$ cat config.mk
export PLATFORM = sky130hd
export DESIGN_NAME = vga_box_renderer
export DESIGN_NICKNAME = d
export VERILOG_FILES = /design/src/rtl/vga_box_renderer.sv
export SDC_FILE = /design/constraint.sdc
export NUM_CORES = 1
export LEC_CHECK = 0
export CORE_MARGIN = 5
export CORE_UTILIZATION = 55
export CTS_CLUSTER_SIZE = 24
export DETAILED_ROUTE_END_ITERATION = 7
export PLACE_DENSITY = 0.79
export SLEW_MARGIN = 25
export SYNTH_ARGS = -nofsm -noshare
export SYNTH_HDL_FRONTEND = slang
export SYNTH_SLANG_ARGS = --single-unit
$ cat constraint.sdc
create_clock -name clock25Mhz -period 5.5 [get_ports clock25Mhz]
set_input_delay 1.1 -clock clock25Mhz [delete_from_list [all_inputs] [get_ports clock25Mhz]]
set_output_delay 1.1 -clock clock25Mhz [all_outputs]
set_load 0.01 [all_outputs]
$ cat src/rtl/vga_box_renderer.sv
// Bouncing-box pixel generator for a VGA controller.
// A square box moves STEP pixels per axis each frame, bounces off the visible
// area borders and changes colour on every bounce. Runs on the falling pixel-clock edge.
module vga_box_renderer #(
  parameter int unsigned H_ACTIVE = 640,
  parameter int unsigned V_ACTIVE = 480,
  parameter int unsigned BOX_SIZE = 32,
  parameter int unsigned STEP     = 2
) (
  input  logic       clock25Mhz,
  input  logic       reset,
  input  logic [9:0] column,
  input  logic [9:0] row,
  input  logic       freeze,
  output logic [7:0] red,
  output logic [7:0] green,
  output logic [7:0] blue,
  output logic       frame_tick
);

  // 11-bit arithmetic so x + BOX_SIZE + STEP never wraps
  localparam int unsigned CW = 11;
  localparam int unsigned PW = 10;

  typedef enum logic {H_RIGHT = 1'b0, H_LEFT = 1'b1} hdir_e;
  typedef enum logic {V_DOWN  = 1'b0, V_UP   = 1'b1} vdir_e;

  logic [PW-1:0] row_prev_q, row_prev_d;
  logic          frame_tick_q, frame_tick_d;
  logic [PW-1:0] x_q, x_d, y_q, y_d;
  hdir_e         hdir_q, hdir_d;
  vdir_e         vdir_q, vdir_d;
  logic [1:0]    cidx_q, cidx_d;
  logic [7:0]    red_q, red_d, green_q, green_d, blue_q, blue_d;
  logic          hbounce, vbounce;

  logic [CW-1:0] col_w, row_w, x_w, y_w;
  logic          inside_c, edge_c, visible_c;

  assign col_w = CW'(column);
  assign row_w = CW'(row);
  assign x_w   = CW'(x_q);
  assign y_w   = CW'(y_q);

  // Pixel classification against the current box position
  assign inside_c  = (col_w >= x_w) && (col_w < x_w + CW'(BOX_SIZE)) &&
                     (row_w >= y_w) && (row_w < y_w + CW'(BOX_SIZE));
  assign edge_c    = inside_c &&
                     ((col_w == x_w) || (col_w == x_w + CW'(BOX_SIZE - 1)) ||
                      (row_w == y_w) || (row_w == y_w + CW'(BOX_SIZE - 1)));
  assign visible_c = (col_w < CW'(H_ACTIVE)) && (row_w < CW'(V_ACTIVE));

  // Frame detection and once-per-frame box motion (pre-update values only)
  always_comb begin
    row_prev_d   = row;
    frame_tick_d = (row_prev_q != '0) && (row == '0);
    x_d          = x_q;
    y_d          = y_q;
    hdir_d       = hdir_q;
    vdir_d       = vdir_q;
    cidx_d       = cidx_q;
    hbounce      = 1'b0;
    vbounce      = 1'b0;
    if (frame_tick_q && !freeze) begin
      if (hdir_q == H_RIGHT) begin
        if (x_w + CW'(BOX_SIZE) + CW'(STEP) > CW'(H_ACTIVE)) begin
          x_d     = PW'(H_ACTIVE - BOX_SIZE);
          hdir_d  = H_LEFT;
          hbounce = 1'b1;
        end else begin
          x_d = x_q + PW'(STEP);
        end
      end else begin
        if (x_w < CW'(STEP)) begin
          x_d     = '0;
          hdir_d  = H_RIGHT;
          hbounce = 1'b1;
        end else begin
          x_d = x_q - PW'(STEP);
        end
      end
      if (vdir_q == V_DOWN) begin
        if (y_w + CW'(BOX_SIZE) + CW'(STEP) > CW'(V_ACTIVE)) begin
          y_d     = PW'(V_ACTIVE - BOX_SIZE);
          vdir_d  = V_UP;
          vbounce = 1'b1;
        end else begin
          y_d = y_q + PW'(STEP);
        end
      end else begin
        if (y_w < CW'(STEP)) begin
          y_d     = '0;
          vdir_d  = V_DOWN;
          vbounce = 1'b1;
        end else begin
          y_d = y_q - PW'(STEP);
        end
      end
      if (hbounce || vbounce) begin
        cidx_d = cidx_q + 2'd1;
      end
    end
  end

  // Pixel colour selection: blank, edge, box fill, background
  always_comb begin
    red_d   = 8'h00;
    green_d = 8'h00;
    blue_d  = 8'h00;
    if (!visible_c) begin
      red_d   = 8'h00;
    end else if (edge_c) begin
      red_d   = 8'hFF;
      green_d = 8'hFF;
      blue_d  = 8'hFF;
    end else if (inside_c) begin
      case (cidx_q)
        2'd0:    red_d = 8'hFF;
        2'd1:    green_d = 8'hFF;
        2'd2:    blue_d = 8'hFF;
        default: begin
          red_d   = 8'hFF;
          green_d = 8'hFF;
        end
      endcase
    end else begin
      red_d   = 8'h10;
      green_d = 8'h10;
      blue_d  = 8'h40;
    end
  end

  // State and output registers on the falling edge, async reset
  always_ff @(negedge clock25Mhz or posedge reset) begin
    if (reset) begin
      row_prev_q   <= '0;
      frame_tick_q <= 1'b0;
      x_q          <= '0;
      y_q          <= '0;
      hdir_q       <= H_RIGHT;
      vdir_q       <= V_DOWN;
      cidx_q       <= '0;
      red_q        <= '0;
      green_q      <= '0;
      blue_q       <= '0;
    end else begin
      row_prev_q   <= row_prev_d;
      frame_tick_q <= frame_tick_d;
      x_q          <= x_d;
      y_q          <= y_d;
      hdir_q       <= hdir_d;
      vdir_q       <= vdir_d;
      cidx_q       <= cidx_d;
      red_q        <= red_d;
      green_q      <= green_d;
      blue_q       <= blue_d;
    end
  end

  assign red        = red_q;
  assign green      = green_q;
  assign blue       = blue_q;
  assign frame_tick = frame_tick_q;

endmodule

==> impl_metrics.py, run 1 <==
metrics = {
    "placement": {
        "placed_area_um2": 4460,
        "hpwl_um": 7750,
        "place_ws_ps": -749,
        "numPortBuffers": 47,
        "gp_congestion": 0.951,
    },
    "cells_and_area": {
        "post-route-util_pct": 72.6,
        "area_delta_synth_final_pct": 28.6,
        "n_antenna_cell": 0,
        "final_nets": 580,
        "final_area_um2": 4900,
        "drive_gt1_share_pct": 21.6,
    },
    "detailed_routing": {
        "wire_per_inst_um": 19.3,
        "drt-initial-drc-count": 292,
        "via_per_inst": 6.45,
        "finalWirelength_um": 11500,
        "postRouteAntennaNets": 0,
        "first_pass_iters": 6,
        "drc_errors": 0,
        "num_vias": 3837,
    },
    "global_routing": {
        "grt_pass1_vias": 3565,
        "antenna_found_initial": 0,
        "gr-max-usage-layer": "met2",
        "use_met1_pct": 34.5,
        "use_met2_pct": 38.7,
        "grt_max_degree": 40,
        "grt_pass1_wl_um": 17400,
        "gr-total-overflow": 0,
        "grt_util_all_layers_pct": 24.9,
        "use_met3_pct": 4.67,
    },
    "pwr": {
        "p_int_w": 0.000469,
        "power_density_nw_per_um2": 135,
        "p_leak_nw": 2.05,
        "switchingPower_w": 0.000194,
        "clockPowerShare_pct": 28.5,
        "ir_drop_mv": 0.0896,
        "swShare_pct": 29.2,
        "power_frac_comb_pct": 25.4,
        "seqPwrFrac_pct": 46.1,
    },
    "timing": {
        "hold_violations": 0,
        "relSlewSlack_pct": 48.3,
        "rsz0062_at_grt": "yes",
        "fin_ws_ps": -63.8,
        "report.final.slew_viol_count": 0,
        "skew_ps": 8.53,
        "tightest_slew_ps": 768,
        "finalSetupViolCount": 3,
        "tns_ps": -178,
    },
    "worst_setup_path": {
        "critPathCaptureType": "register",
        "cp.arrival_ps": 2960,
        "critPathKind": "in2reg",
        "path_max_fanout": 3,
        "cp_data_required_time_ps": 2890,
        "start_kind": "input pin",
    },
    "floorplan": {
        "start_util_pct": 56.4,
        "core_um2": 6760,
        "io_pins": 48,
        "fp.dieW_um": 93.3,
        "row_count": 30,
        "die_area_um2": 8700,
        "dieHeight_um": 93.3,
    },
    "min_path": {
        "hold_path_class": "reg2reg",
    },
    "logic_synthesis": {
        "synth_top_area_share_pct": 25.6,
        "synth_compound_area_share_pct": 21.5,
        "yosys.area.top_type": "dfrtn_1",
        "async_flop_share_pct": 100,
        "synth.most_common_cell": "ha_1",
        "synthTopCellsByArea": "dfrtn_1 26%, ha_1 14%, xnor2_1 7.1%",
        "syn_nets": 516,
        "synth-seq-cells": 39,
        "synth_area_per_cell_um2": 8.47,
        "synth_edf_count": 0,
        "synth_mux_area_share_pct": 0.820,
        "synthDistinctLibCells": 66,
        "ys_warn_count": 0,
        "synth_top_family_by_area": "compound AO/OA/AOI/OAI gates",
        "synth_xor_area_share_pct": 9.15,
        "synth_ff_type": "dfrtn_1",
        "synth_fa_ha_area_share_pct": 14.1,
        "synthSimpleGateAreaFrac_pct": 19.6,
        "synth_top_cells_by_count": "43 x ha_1, 39 x dfrtn_1, 34 x inv_1",
        "synthCells": 450,
        "synth_area_um2": 3810,
        "ys_seq_area_share_pct": 25.6,
    },
    "cts": {
        "worstSkewPairLatency_ps": 300,
        "cts_sinks": 39,
        "cts_buffers": 5,
        "clk_pin_slew_ps": 50,
        "htreeDepth": 2,
        "cts_tree": "done",
        "root_buffer": "clkbuf_8",
        "clock_path_buffers": 2,
        "cts_hold_buf": 0,
    },
    "run_status": {
        "status": "complete, but fails checks",
        "violations": "setup timing",
    },
    "job": {
        "cap_violations": 0,
    },
}
[metal layers]
metal	share of wire, %	vias up
met4	2.5	0
li1	-	1768
met3	8.3	35
met2	45	205
met1	44	1829
met5	0	-
[metrics by stage]
| step | hold slack (ps) | cells | power (W) |
|---|---|---|---|
| floorplan | 438 | 450 | 0.000383 |
| global placement | 457 | 576 | 0.000439 |
| detailed placement | 466 | 576 | 0.000443 |
| CTS | 473 | 592 | 0.000640 |
| global route | 496 | 595 | 0.000688 |
| finish | 472 | 595 | 0.000663 |
[worst paths after layout]
check | start | to | slack, ps | cells past startpoint
worst min-delay path | cidx_q[0]$_DFFE_NP0P_ | cidx_q[0]$_DFFE_NP0P_ | 470 | 2
min in group asynchronous | reset | row_prev_q[0]$_DFF_NP0_ | 3840 | 3
max in group asynchronous | reset | x_q[3]$_DFFE_NP0P_ | 1280 | 3
worst max-delay path | row[7] | green[4]$_DFF_NP0_ | -60 | 9
worst min register to register | cidx_q[0]$_DFFE_NP0P_ | cidx_q[0]$_DFFE_NP0P_ | 470 | 2
worst max register to register | x_q[5]$_DFFE_NP0P_ | green[4]$_DFF_NP0_ | 2010 | 10
[area by class of cell]
cell class / count / area [um^2]
clock buffers: 7 / 76.3
clock inverters: 1 / 5.00
fillers: 466 / 1850
inverters: 34 / 128
multi-input cells: 342 / 2810
flip-flops and latches: 39 / 976
well taps: 80 / 100
repair buffers: 92 / 805
[cells in the final DEF (no fill, tap or decap), types with 5 or more instances in the layout]
cell type / count
buf_6: 9
nand2_1: 23
nor4_1: 6
xnor2_1: 28
nand4_1: 10
a31oi_1: 8
nand3_1: 16
a21oi_1: 19
nor2_1: 30
o21ai_0: 21
inv_1: 34
o211ai_1: 6
clkdlybuf4s50_1: 29
dfrtn_1: 39
ha_1: 23
ha_4: 18
nor3_1: 17
buf_4: 43
xor2_1: 7
clkbuf_8: 5
[critical path: stages]
cell and delay [ps]:
buf_12 100, ha_4 270, nand4_1 170, buf_4 180
buf_4 120, o211ai_1 290, nand2_2 90, or3_4 390
o31a_1 250
[power groups by stage]
stage,Sequential (W),Combinational (W),Clock [W]
2_1_floorplan,0.000307,0.0000763,0
3_3_place_gp,0.000310,0.000129,0
3_5_place_dp,0.000310,0.000133,0
4_1_cts,0.000305,0.000145,0.000189
5_1_grt,0.000307,0.000180,0.000202
6_report,0.000306,0.000169,0.000189
[registers in the layout, indices dropped and copies added, names as in the netlist]
| signal | count |
|---|---|
| row_prev_q | 10 |
| x_q | 9 |
| y_q | 9 |
| blue | 2 |
| cidx_q | 2 |
| green | 2 |
| red | 2 |
| frame_tick | 1 |
| hdir_q | 1 |
| vdir_q | 1 |
[logic make-up after synthesis]
logic type,after synthesis
buffers and inverters,69
adders and majority gates,43
muxes,3
AOI/OAI and AO/OA,117
xor gates and xnor gates,39
DFF,39
and+or+nand+nor,140
[repair_timing]
| action | CTS | global route |
|---|---|---|
| setup endpoints to repair | 6 | 6 |
| pin swaps | 31 | 32 |
| buffers inserted | 8 | 3 |
| gates resized for setup | 85 | 37 |
No activity file was read; power rests on OpenSTA's default activity.
==> run 2, diff against run 1 <==
Settings changed: CORE_ASPECT_RATIO set to 1.75, CTS_BUF_LIST set to sky130_fd_sc_hd__clkbuf_16, PLACE_DENSITY 0.79 to not set, PLACE_DENSITY_LB_ADDON set to 0.12.
==> run 2 against run 1 <==
Combinational power decreased by 9%. Clock power increased by 78%. Via count decreased by 2.2%. The run still ends with setup timing left. Worst hold slack improved by 15 ps. Utilization decreased by 0.66 points. Die area increased by 0.75%. Largest power group is now the clock network. Sequential share of layout area about the same. First-iteration DRC count increased by 12%. Worst setup slack got worse by 9.6 ps. Critical endpoint is now blue[6]$_DFF_NP0_. Design area decreased by 0.18%.
==> impl_metrics.py, run 2 (synthesis results as in run 1) <==
metrics = {
    "timing": {
        "tightest_slew_ps": 927,
        "finalSetupViolCount": 3,
        "report.final.slew_viol_count": 0,
        "relSlewSlack_pct": 37.5,
        "hold_violations": 0,
        "fin_ws_ps": -73.4,
        "rsz0062_at_grt": "yes",
        "skew_ps": 3.79,
    },
    "cts": {
        "cts_buffers": 5,
        "worstSkewPairLatency_ps": 310,
        "clk_pin_slew_ps": 50,
        "cts_hold_buf": 0,
        "root_buffer": "clkbuf_16",
        "clock_path_buffers": 2,
        "cts_sinks": 39,
        "cts_tree": "done",
        "htreeDepth": 2,
    },
    "worst_setup_path": {
        "cp.depth": 9,
        "path_max_fanout": 3,
        "critPathCaptureType": "register",
        "cpMaxStageDelayCell": "or3_4",
        "cp_data_required_time_ps": 2900,
        "critPathBufInv": 2,
        "critPathKind": "in2reg",
        "start_kind": "input pin",
        "rr_worst_depth": 10,
        "cpPeakStageDelay_ps": 390,
        "crit_path_cell_trace": "buf_2 -> buf_4 -> ha_1 -> nand4_1 -> o21bai_1 -> a31oi_1 -> o22ai_2 -> or3_4 -> o31a_1",
        "path_delay_family": "compound AO/OA/AOI/OAI gates",
        "cp.arrival_ps": 2970,
    },
    "detailed_routing": {
        "drt-initial-drc-count": 326,
        "num_vias": 3753,
        "postRouteAntennaNets": 0,
        "first_pass_iters": 5,
        "via_per_inst": 6.33,
        "drc_errors": 0,
        "finalWirelength_um": 11700,
        "wire_per_inst_um": 19.8,
    },
    "cells_and_area": {
        "largest_reg_flops": 10,
        "nFillCells": 555,
        "area_delta_synth_final_pct": 28.3,
        "fin_cells": 593,
        "final_nets": 574,
        "drive_gt1_share_pct": 20.4,
        "top_register": "row_prev_q",
        "final_common_cell": "dfrtn_1",
        "n_antenna_cell": 0,
        "top_regs": "row_prev_q x10, x_q x9, y_q x9",
        "layout_common_cells": "39 x dfrtn_1, 37 x buf_4, 34 x inv_1",
    },
    "placement": {
        "dp.cells": 578,
        "numPortBuffers": 47,
        "hpwl_um": 8930,
        "gp_congestion": 0.980,
    },
    "pwr": {
        "p_leak_nw": 2.06,
        "power_density_nw_per_um2": 163,
        "p_total_w": 0.000796,
        "ir_drop_mv": 0.187,
    },
    "global_routing": {
        "grt_pass1_vias": 3846,
        "grt_util_all_layers_pct": 27.4,
        "grt_max_degree": 40,
        "antenna_found_initial": 0,
        "gr-total-overflow": 0,
        "grt_pass1_wl_um": 18600,
    },
    "min_path": {
        "hold_path_class": "reg2reg",
        "whs_path_depth": 2,
    },
    "floorplan": {
        "io_pins": 48,
        "row_count": 40,
        "dieHeight_um": 120,
        "start_util_pct": 56.0,
        "fp.dieW_um": 72.9,
        "core_um2": 6810,
        "die_area_um2": 8760,
    },
    "run_status": {
        "violations": "setup timing",
        "status": "complete, but fails checks",
    },
    "job": {
        "cap_violations": 0,
    },
}
-- run 2: cell types whose count changed in the layout (fill, tap and decap cells not counted), moves of 2 or more --
cell	delta
dlygate4sd2_1	+2
clkbuf_16	+5
clkbuf_2	+4
o21ai_1	-2
buf_2	+3
o21ai_2	+2
buf_4	-6
clkbuf_8	-5
buf_6	-8
clkbuf_1	-2
-- run 2: layout make-up --
| cell class | count | area, um^2 | share of cell area (%) |
|---|---|---|---|
| Clock inverter | 3 | 42.5 | 0.869 |
| Multi-Input combinational cell | 342 | 2800 | 57.2 |
| Tap cell | 84 | 105 | 2.15 |
| Inverter | 34 | 128 | 2.61 |
| Sequential cell | 39 | 976 | 19.9 |
| Clock buffer | 5 | 125 | 2.56 |
| Timing Repair Buffer | 86 | 719 | 14.7 |
-- run 2: metal layers --
layer / GRT usage [%] / vias up / part of all wire, %
li1: - / 1748 / -
met1: 26.2 / 1786 / 33
met2: 52.3 / 162 / 56
met3: 3.19 / 57 / 4.4
met4: 17.7 / 0 / 6.6
met5: 0 / - / 0
-- run 2: worst paths after layout --
check	start	to	slack (ps)
max	column[6]	blue[6]$_DFF_NP0_	-70
min	cidx_q[0]$_DFFE_NP0P_	cidx_q[0]$_DFFE_NP0P_	490
max reg2reg	x_q[5]$_DFFE_NP0P_	blue[6]$_DFF_NP0_	1930
min reg2reg	cidx_q[0]$_DFFE_NP0P_	cidx_q[0]$_DFFE_NP0P_	490
max in group asynchronous	reset	x_q[8]$_DFFE_NP0P_	1260
min in group asynchronous	reset	y_q[6]$_DFFE_NP0P_	3850
-- run 2: metrics by stage --
step / util [%] / setup WS [ps] / hold slack, ps / setup TNS (ps) / area [um^2]
final: 71.9 / -73.4 / 487 / -131 / 4890
after global placement: 65.7 / -792 / 460 / -4030 / 4470
after global routing: 71.9 / -165 / 521 / -416 / 4890
after CTS: 70.5 / -130 / 489 / -306 / 4800
after floorplan: - / -101 / 438 / -304 / 3860
after detailed placement: 65.7 / -793 / 484 / -4130 / 4470
-- run 2: worst min-delay path, cell delays in order, from the launching register on --
cell and delay (ps):
dfrtn_1 320, inv_1 110, xnor2_1 140
-- run 2: timing repair --
| action | CTS | global route |
|---|---|---|
| setup endpoints to repair | 6 | 6 |
| gates resized for setup | 65 | 27 |
| setup buffers | 5 | 2 |
| pin swaps | 32 | 23 |
-- run 2: power by group --
group	total [W]	internal [W]	switching [W]
logic	0.000154	0.0000742	0.0000801
clock network	0.000336	0.000214	0.000122
registers	0.000306	0.000297	0.00000884
total	0.000796	0.000585	0.000211
